### src/rtl/reg_bank_pkg.sv
// reg_bank_pkg: shared helpers for the configuration register bank.
//   - addr_w_f    : address width for a given register count (at least 1 bit)
//   - merge_byte  : one byte of a strobed write merge (old, new, strobe) -> merged
//   - R_SRC_*     : read source select encodings
package reg_bank_pkg;

   localparam logic R_SRC_ACTIVE = 1'b0;
   localparam logic R_SRC_SHADOW = 1'b1;

   function automatic int unsigned addr_w_f(int unsigned depth);
      return (depth <= 1) ? 1 : $clog2(depth);
   endfunction

   function automatic logic [7:0] merge_byte(logic [7:0] old_b, logic [7:0] new_b, logic strb);
      return strb ? new_b : old_b;
   endfunction

endpackage

### src/rtl/reg_cell_v.sv
// reg_cell_v: one configuration register as a shadow/active pair.
// Ports:
//   clk_i, rst_ni    clock, asynchronous active-low reset
//   wr_en_i          accepted write to this register (already decoded/qualified)
//   wr_strb_i        byte enables for the write
//   wr_data_i        write data
//   commit_i         copy shadow to active (ignored when SHADOWED=0)
//   shadow_o         shadow value (equals active when SHADOWED=0)
//   active_o         active value
module reg_cell_v
   import reg_bank_pkg::*;
#(
   parameter int unsigned      WIDTH     = 16,
   parameter logic [WIDTH-1:0] RESET_VAL = '0,
   parameter bit               SHADOWED  = 1'b1
) (
   input  logic               clk_i,
   input  logic               rst_ni,
   input  logic               wr_en_i,
   input  logic [WIDTH/8-1:0] wr_strb_i,
   input  logic [WIDTH-1:0]   wr_data_i,
   input  logic               commit_i,
   output logic [WIDTH-1:0]   shadow_o,
   output logic [WIDTH-1:0]   active_o
);

   localparam int unsigned NBytes = WIDTH / 8;

   logic [WIDTH-1:0] wr_target;
   logic [WIDTH-1:0] merged;

   always_comb begin
      merged = '0;
      for (int unsigned k = 0; k < NBytes; k++) begin
         merged[k*8 +: 8] = merge_byte(wr_target[k*8 +: 8], wr_data_i[k*8 +: 8], wr_strb_i[k]);
      end
   end

   if (SHADOWED) begin : g_shadow
      logic [WIDTH-1:0] shadow_q, shadow_d;
      logic [WIDTH-1:0] active_q, active_d;

      assign wr_target = shadow_q;

      // Commit takes the pre-edge shadow, so a same-cycle write needs a later commit.
      always_comb begin
         shadow_d = wr_en_i  ? merged   : shadow_q;
         active_d = commit_i ? shadow_q : active_q;
      end

      always_ff @(posedge clk_i or negedge rst_ni) begin
         if (!rst_ni) begin
            shadow_q <= RESET_VAL;
            active_q <= RESET_VAL;
         end else begin
            shadow_q <= shadow_d;
            active_q <= active_d;
         end
      end

      assign shadow_o = shadow_q;
      assign active_o = active_q;
   end else begin : g_direct
      logic [WIDTH-1:0] active_q, active_d;
      logic             unused_commit;

      assign unused_commit = commit_i;
      assign wr_target     = active_q;

      always_comb begin
         active_d = wr_en_i ? merged : active_q;
      end

      always_ff @(posedge clk_i or negedge rst_ni) begin
         if (!rst_ni) begin
            active_q <= RESET_VAL;
         end else begin
            active_q <= active_d;
         end
      end

      // No shadow storage: shadow reads see the active value.
      assign shadow_o = active_q;
      assign active_o = active_q;
   end

endmodule

### src/rtl/reg_bank_v.sv
// reg_bank_v: bank of DEPTH configuration registers, WIDTH bits each, with byte-strobe
// writes, shadow/active pairs with atomic commit, write lock and a registered read port.
// Ports:
//   clock, reset_n           clock, asynchronous active-low reset
//   w_en_in/w_addr_in/w_strb_in/w_data_in   write request
//   commit_in                copy every shadow to active
//   lock_in                  blocks writes while high
//   r_en_in/r_addr_in/r_src_in              read request (src 0 = active, 1 = shadow)
//   r_data_out, r_valid_out  registered read response, one-cycle latency
//   err_out, err_clr_in      sticky error flag and its clear
//   active_flat_out          all active registers, register i at [i*WIDTH +: WIDTH]
module reg_bank_v
   import reg_bank_pkg::*;
#(
   parameter int unsigned      WIDTH     = 16,
   parameter int unsigned      DEPTH     = 8,
   parameter int unsigned      ADDR_W    = addr_w_f(DEPTH),
   parameter logic [WIDTH-1:0] RESET_VAL = '0,
   parameter bit               SHADOWED  = 1'b1
) (
   input  logic                   clock,
   input  logic                   reset_n,
   input  logic                   w_en_in,
   input  logic [ADDR_W-1:0]      w_addr_in,
   input  logic [WIDTH/8-1:0]     w_strb_in,
   input  logic [WIDTH-1:0]       w_data_in,
   input  logic                   commit_in,
   input  logic                   lock_in,
   input  logic                   r_en_in,
   input  logic [ADDR_W-1:0]      r_addr_in,
   input  logic                   r_src_in,
   output logic [WIDTH-1:0]       r_data_out,
   output logic                   r_valid_out,
   output logic                   err_out,
   input  logic                   err_clr_in,
   output logic [DEPTH*WIDTH-1:0] active_flat_out
);

   logic [WIDTH-1:0] shadow_arr [DEPTH];
   logic [WIDTH-1:0] active_arr [DEPTH];

   logic             w_in_range;
   logic             r_in_range;
   logic             write_ok;
   logic             err_set;
   logic [WIDTH-1:0] rd_sel;

   logic [WIDTH-1:0] r_data_q, r_data_d;
   logic             r_valid_q, r_valid_d;
   logic             err_q, err_d;

   assign w_in_range = 32'(w_addr_in) < DEPTH;
   assign r_in_range = 32'(r_addr_in) < DEPTH;
   assign write_ok   = w_en_in && !lock_in && w_in_range && (|w_strb_in);

   // Blocked and out-of-range writes flag an error even with a zero strobe.
   assign err_set = (w_en_in && lock_in) || (w_en_in && !w_in_range) || (r_en_in && !r_in_range);

   for (genvar i = 0; i < DEPTH; i++) begin : g_cell
      logic we;
      assign we = write_ok && (w_addr_in == ADDR_W'(i));

      reg_cell_v #(
         .WIDTH     (WIDTH),
         .RESET_VAL (RESET_VAL),
         .SHADOWED  (SHADOWED)
      ) u_cell (
         .clk_i     (clock),
         .rst_ni    (reset_n),
         .wr_en_i   (we),
         .wr_strb_i (w_strb_in),
         .wr_data_i (w_data_in),
         .commit_i  (commit_in),
         .shadow_o  (shadow_arr[i]),
         .active_o  (active_arr[i])
      );

      assign active_flat_out[i*WIDTH +: WIDTH] = active_arr[i];
   end

   // Out-of-range indices match no entry and leave rd_sel at zero.
   always_comb begin
      rd_sel = '0;
      for (int unsigned i = 0; i < DEPTH; i++) begin
         if (32'(r_addr_in) == i) begin
            rd_sel = (r_src_in == R_SRC_SHADOW) ? shadow_arr[i] : active_arr[i];
         end
      end
   end

   always_comb begin
      r_valid_d = r_en_in;
      r_data_d  = r_en_in ? rd_sel : r_data_q;
      if (err_set) begin
         err_d = 1'b1;
      end else if (err_clr_in) begin
         err_d = 1'b0;
      end else begin
         err_d = err_q;
      end
   end

   always_ff @(posedge clock or negedge reset_n) begin
      if (!reset_n) begin
         r_data_q  <= '0;
         r_valid_q <= 1'b0;
         err_q     <= 1'b0;
      end else begin
         r_data_q  <= r_data_d;
         r_valid_q <= r_valid_d;
         err_q     <= err_d;
      end
   end

   assign r_data_out  = r_data_q;
   assign r_valid_out = r_valid_q;
   assign err_out     = err_q;

endmodule

### config.mk
export PLATFORM = sky130hd
export DESIGN_NAME = reg_bank_v
export DESIGN_NICKNAME = d
export VERILOG_FILES = /design/src/rtl/reg_bank_pkg.sv /design/src/rtl/reg_cell_v.sv /design/src/rtl/reg_bank_v.sv
export SDC_FILE = /design/constraint.sdc
export NUM_CORES = 1
export LEC_CHECK = 0
export CORE_ASPECT_RATIO = 1.4
export CORE_UTILIZATION = 55
export CTS_BUF_LIST = sky130_fd_sc_hd__clkbuf_16
export DETAILED_ROUTE_END_ITERATION = 12
export PLACE_DENSITY = 0.76
export RECOVER_POWER = 50
export SLEW_MARGIN = 0
export SYNTH_ARGS = -nofsm -noshare
export SYNTH_HDL_FRONTEND = slang
export SYNTH_SLANG_ARGS = --single-unit
### constraint.sdc
create_clock -name clock -period 3.6 [get_ports clock]
set_input_delay 0.72 -clock clock [delete_from_list [all_inputs] [get_ports clock]]
set_output_delay 0.72 -clock clock [all_outputs]
set_load 0.005 [all_outputs]
==> results.md, run 1 <==
- Min-Delay Path Class: flop to flop
- Synth unique cells: 29
- Avg Inst Size Synth: 13.2 sq um
- CP top delay family: simple AND/OR/NAND/NOR gates
- Area delta synth->final: 22.9%
- WP data required: 4.01 ns
- # IOs: 178
- Vias in the first global route: 8,786
- Fin crit share: 73.5%
- DRT iter0 DRCs: 495
- GRT met2 Usage: 50.5%
- Slowest stage cell, crit path: or4_1
- WL per Instance: 22.6 um
- Antenna violations before repair: 0
- Yosys reg bits: 274
- Slew of the pin with the lowest slew margin: 1.64 ns
- Via density: 5.97
- Port bufs: 177
- Min Clock Period, post-route: 2.65 ns
- Die H: 181 um
- Number of H-tree levels: 1
- Setup violations, final: 0
- Core Area: 0.0225 sq mm
- Final Cell Area: 0.0155 sq mm
- Sum Neg Setup Slack: 0 ns
- Post_cts resized: 0
- Setup Buffers After CTS: 0
- Status: finished, violations left
- Mapped Area: 0.0127 sq mm
- Initial Util: 56.2%
- Crit-path max FO: 8
- Chip width: 130 um
- Slew headroom: -9.55%
- Antenna Violating Nets Remaining: 0
- Mapped Nets: 993
- R2r setup slk: 1.77 ns
- CTS Hold Bufs: 0
- Number of synthesized flops with an enable pin: 0
- Delay of the slowest critical-path stage: 0.73 ns
- Path depth of the worst reg2reg path: 5
- CP Cell Sequence: clkdlybuf4s50_1 > nor2_1 > or4b_4 > or4_1 > mux2_4
- GRT met3 Usage: 3.39%
- Share of cells above drive strength 1: 28.8%
- Failing checks: capacitance limit, slew limit
- DRT Pass-1 Iters: 4
- R2r endpoint: r_data_out[4]
- Max Clock Skew: 0.0166 ns
- Max-slew violation count: 63
- Top Usage Layer GRT: met2
- VDD IR max: 0.382 mV
- WP buf/inv: 1
- Row cnt: 65
- Skew-Pair Late Insertion Delay: 0.53 ns
- Critical hold path startpoint: r_data_out[1]
- CP Capture Type: flop
- CTS tree: done
- Placer Congestion: 0.948
- Cell Area, Placed: 0.0148 sq mm
- Worst Path Arrival: 3.06 ns
- Place WS: -0.236 ns
- NumNets Final: 1,158
- Critical R2R Launch: g_cell[0].u_cell.active_o[4]
- Total Wirelength: 32.6 mm
- CP startpoint kind: input pin
- Synth Instances: 961
- Root buf cell: clkbuf_16
- Predominant post-synthesis flop cell: dfrtp_1
- Fmax: 0.378 GHz
- PwrDens: 553 mW/mm^2
- DP HPWL: 22.5 mm
- DRC: 0
- Leak: 7.02 nW
- Sink Count: 274
- Longest Clk Path Bufs: 3
- Warnings, synthesis: 0
- Global-route wire length before repair: 50.8 mm
- # Max-Cap Violations: 1
- GRT Total Usage: 28.6%
- Largest net degree at the start of global routing: 93
- Vias post-DR: 8,636
- CP Class: input pin to flop
- RSZ-0062 raised after global routing: false
- Die footprint: 0.0236 sq mm
- Worst Hold Path EP: r_data_out[1]
- Post-synth ARST share: 100%
- Final-report hold violation count: 0
- CTS buffer count: 26
- Clock-pin slew on the worst setup and hold paths: 0.06 ns
- Sequential-to-total area share from yosys stat: 54.2%
- Worst Hold Depth: 2
- Global route total overflow: 0
- Met1 usage: 35.3%
- # diodes: 0
- Setup ws final: 0.952 ns
-- logic make-up (layout without fill, tap and decap cells) --
logic type,after synthesis,after routing,share of synthesized area [%]
buf+inv,73,258,2.38
flops,274,274,54.2
compound gates,161,161,8.27
simple gates,101,101,4.55
mux,352,352,30.6
-- worst reg2reg max path: cells and delay by family (launching register included) --
family           cells  cell delay (ns)
AO/OA/AOI/OAI        4             1.16
AND/OR/NAND/NOR      1             0.13
flip-flops           1             0.38
-- where the power goes --
group          switching (W)  internal [W]  leakage, nW  total, W
sequential          0.000473       0.00365         3.57   0.00413
combinational       0.000694       0.00119         3.04   0.00189
clock                0.00115       0.00142        0.412   0.00258
total                0.00232       0.00627         7.02   0.00859
-- worst max-delay path by stage --
| stage | start | endpoint | slack (ns) | cells past startpoint |
|---|---|---|---|---|
| floorplan | lock_in | g_cell[1].u_cell.shadow_o[0] | 1.34 | 4 |
| global placement | r_addr_in[1] | r_data_out[14] | -0.1 | 5 |
| detailed placement | r_addr_in[1] | r_data_out[8] | -0.24 | 5 |
| CTS | r_addr_in[1] | r_data_out[8] | 0.33 | 5 |
| global route | reset_n | g_cell[0].u_cell.active_o[11] | 0.58 | 2 |
| finish | w_strb_in[0] | g_cell[1].u_cell.shadow_o[2] | 0.95 | 5 |
-- final cells by class --
class,instances,area (sq um)
flip-flops and latches,274,6860
fillers,1697,6980
inverters,5,18.8
clock buffers,27,676
well taps,301,377
clock inverters,21,115
repair buffers,205,2010
multi-input cells,614,5500
-- flip-flops by register name (all words and copies together), names as in the netlist --
name and cells:
r_valid_out 1, r_data_out 16, g_cell.u_cell.active_o 128, g_cell.u_cell.shadow_o 128, err_out 1
-- stage by stage --
stage                     power, W  hold slack [ns]  utilization (%)  instances
after global placement     0.00601            0.501             65.6       1398
after detailed placement   0.00607            0.500             65.6       1398
after CTS                  0.00865            0.146             69.1       1446
final                      0.00859            0.512             69.0       1447
after floorplan            0.00495            0.424                -        961
after global routing       0.00898            0.521             69.0       1447
-- cells in the final DEF, fill, tap and decap left out, types with 8 or more instances in the layout --
cell type and n:
clkinv_2 8, nor2_1 20, a221oi_1 16, dfrtp_1 274
o21a_1 16, mux2_4 8, mux2i_1 96, o21ai_0 49
clkbuf_16 27, buf_4 23, clkinv_1 8, a21oi_1 16
o22ai_1 16, nand2_1 9, o31ai_1 16, clkdlybuf4s50_1 172
inv_1 9, mux2_2 248, nor3_1 16, nor2b_1 35
a211oi_1 32
-- layer usage --
metal  up-vias  share of wire [%]  routed length, um
met3        59                3.9               1290
li1       3878                  -                  -
met5         -                  0                  0
met1      4460                 39              12800
met4         0                3.7               1220
met2       239                 53              17300
-- synth_stat cells (8+ instances only) --
master	count	share of area, %
dfrtp_1	274	54
mux2i_1	96	7.6
a21oi_1	16	0.63
nor2_1	20	0.59
a221oi_1	16	1.1
mux2_4	8	0.95
mux2_2	248	22
nor3_1	16	0.63
nor2b_1	35	1.7
buf_2	19	0.75
o22ai_1	16	0.79
o21a_1	16	0.95
a211oi_1	32	1.9
o21ai_0	49	1.9
clkbuf_1	43	1.3
nand2_1	9	0.27
o31ai_1	16	0.95
No activity file was read; power rests on OpenSTA's default activity.
==> run 2, diff against run 1 <==
Settings changed: CORE_UTILIZATION 55 to 50, PLACE_DENSITY 0.76 to 0.73.
Clock period 3.6 ns to 2.2 ns, I/O delays scaled along.
==> run 2 against run 1 <==
- the run now ends clean
- clock skew shrank 0.0053 ns
- total power is 70% higher
- sequential share of layout area decreased by 1.9 points
- non-clock buffer count rose by 70
- sequential cell count did not move
- register-to-register slack worse by 1.5 ns
- critical endpoint is now r_data_out[14]
==> results.md, run 2 (synthesized netlist as in run 1, its figures left out) <==
- Largest net degree at the start of global routing: 63
- Fin crit share: 98.2%
- GRT met3 Usage: 2.76%
- Critical R2R Launch: g_cell[0].u_cell.active_o[14]
- Port bufs: 177
- CP Capture Type: flop
- Initial Util: 51.1%
- Top Usage Layer GRT: met2
- # Max-Cap Violations: 0
- Sequential share of power: 46.5%
- Net load switching power: 0.00392 W
- CP startpoint kind: input pin
- Critical hold path startpoint: err_clr_in
- # diodes: 0
- Share of cells above drive strength 1: 33.0%
- Total Wirelength: 34.4 mm
- Placer Congestion: 0.961
- DRT Pass-1 Iters: 6
- NumNets Final: 1,230
- Overall Power: 0.0146 W
- Post_cts resized: 0
- GRT Total Usage: 27.4%
- Row cnt: 68
- Worst Path Arrival: 2.58 ns
- Sink Count: 274
- CP Class: input pin to flop
- VDD IR max: 0.731 mV
- Sw Share: 26.9%
- Crit-path max FO: 16
- Min-Delay Path Class: input pin to flop
- WL per Instance: 22.5 um
- DRC: 0
- WP data required: 2.62 ns
- Antenna violations before repair: 0
- Status: finished clean
- RSZ-0062 raised after global routing: false
- CTS tree: done
- Die footprint: 0.0260 sq mm
- Placed Cells: 1,482
- GRT met2 Usage: 49.0%
- Most common library cell in the layout ignoring fill and taps: dfrtp_1
- Final Cell Area: 0.0162 sq mm
- Via density: 5.83
- Number of H-tree levels: 1
- Cell Count, Final, Fillers Out: 1,533
- Worst Hold Depth: 2
- Min Clock Period, post-route: 2.16 ns
- Path depth of the worst reg2reg path: 7
- Clock power frac: 31.2%
- Max Clock Skew: 0.0113 ns
- Setup Buffers After CTS: 0
- Worst Hold Path EP: err_out
- DP HPWL: 25.1 mm
- Antenna Violating Nets Remaining: 0
- DRT iter0 DRCs: 410
- Vias post-DR: 8,932
- Slew of the pin with the lowest slew margin: 1.24 ns
- Fillers: 1,945
- Commonest non-fill, non-tap cells in the layout: dfrtp_1 (274), mux2_2 (248), clkdlybuf4s50_1 (172), mux2i_1 (96), buf_4 (80)
- Longest Clk Path Bufs: 3
- Root buf cell: clkbuf_16
- CTS buffer count: 28
- PwrDens: 897 mW/mm^2
- Setup violations, final: 0
- Cell Area, Placed: 0.0155 sq mm
- Area delta synth->final: 28.4%
- Core Area: 0.0248 sq mm
- Vias in the first global route: 9,354
- Global route total overflow: 0
- Fmax: 0.463 GHz
- Max-slew violation count: 0
- Logic gate share of total power: 22.3%
- Skew-Pair Late Insertion Delay: 0.54 ns
- Chip width: 136 um
- Leak: 7.39 nW
- Final core occ: 65.6%
- # IOs: 178
- Die H: 190 um
- R2r endpoint: r_data_out[14]
- Sum Neg Setup Slack: 0 ns
- Global-route wire length before repair: 53.2 mm
- R2r setup slk: 0.26 ns
- Met1 usage: 32.2%
- Final-report hold violation count: 0
- Slew headroom: 17.1%
- Int Power: 0.0107 W
- Clock-pin slew on the worst setup and hold paths: 0.07 ns
## run 2: cell count changes in the layout (fill, tap and decap cells not counted)
| cell | change |
|---|---|
| buf_12 | +5 |
| buf_4 | +57 |
| buf_6 | +3 |
| bufinv_16 | +1 |
| clkbuf_1 | +2 |
| clkbuf_16 | +2 |
| clkbuf_2 | +3 |
| clkbuf_4 | -1 |
| clkinv_1 | -3 |
| clkinv_2 | -3 |
| clkinvlp_4 | +5 |
| dlygate4sd3_1 | +1 |
## run 2: what timing repair did
| action | CTS | global route |
|---|---|---|
| setup endpoints to repair | 0 | 0 |
| hold endpoints to repair | 42 | 0 |
| hold buffers | 1 | 0 |
## run 2: power groups by stage
stage	clock network (W)	registers (W)	logic, W
floorplan	0	0.00664	0.00146
finish	0.00455	0.00677	0.00325
global placement	0	0.00682	0.00324
detailed placement	0	0.00685	0.00330
CTS	0.00464	0.00677	0.00332
global route	0.00482	0.00690	0.00350
## run 2: layer usage
layer  vias up  routed length [um]  share of wire (%)
met5         -                   0                  0
met4         0                1830                5.3
met3        97                1340                3.9
met2       261               18400                 53
met1      4549               12900                 37
li1       4025                   -                  -
## run 2: metrics by stage
step	setup WS, ns	hold WS (ns)
after floorplan	0.215	0.144
after global placement	-0.447	0.377
after detailed placement	-0.482	0.374
after CTS	0.0889	0.400
after global routing	0.0276	0.493
final	0.0404	0.457
## run 2: final cells by class
type,count,area (sq um),area share (%)
Multi-Input combinational cell,614,5500,33.8
Clock buffer,29,726,4.47
Sequential cell,274,6860,42.2
Clock inverter,21,156,0.963
Tap cell,315,394,2.43
Timing Repair Buffer,275,2590,16.0
Inverter,5,18.8,0.116
## run 2: how the worst max path moves through the flow
stage,from,end,cells past startpoint,slack [ns]
final,r_addr_in[1],r_data_out[14],9,0.04
after global routing,r_addr_in[0],r_data_out[11],8,0.03
after CTS,r_addr_in[1],r_data_out[14],9,0.09
after detailed placement,w_strb_in[0],g_cell[1].u_cell.shadow_o[7],6,-0.48
after global placement,r_addr_in[1],r_data_out[1],9,-0.45
after floorplan,lock_in,g_cell[1].u_cell.shadow_o[0],4,0.22
## run 2: worst max-delay path, cell delays in order
cell	delay [ns]
clkdlybuf4s50_1	0.46
buf_4	0.19
buf_4	0.20
a211oi_1	0.45
o22ai_1	0.15
buf_4	0.16
a221oi_1	0.27
buf_4	0.17
o31ai_1	0.08
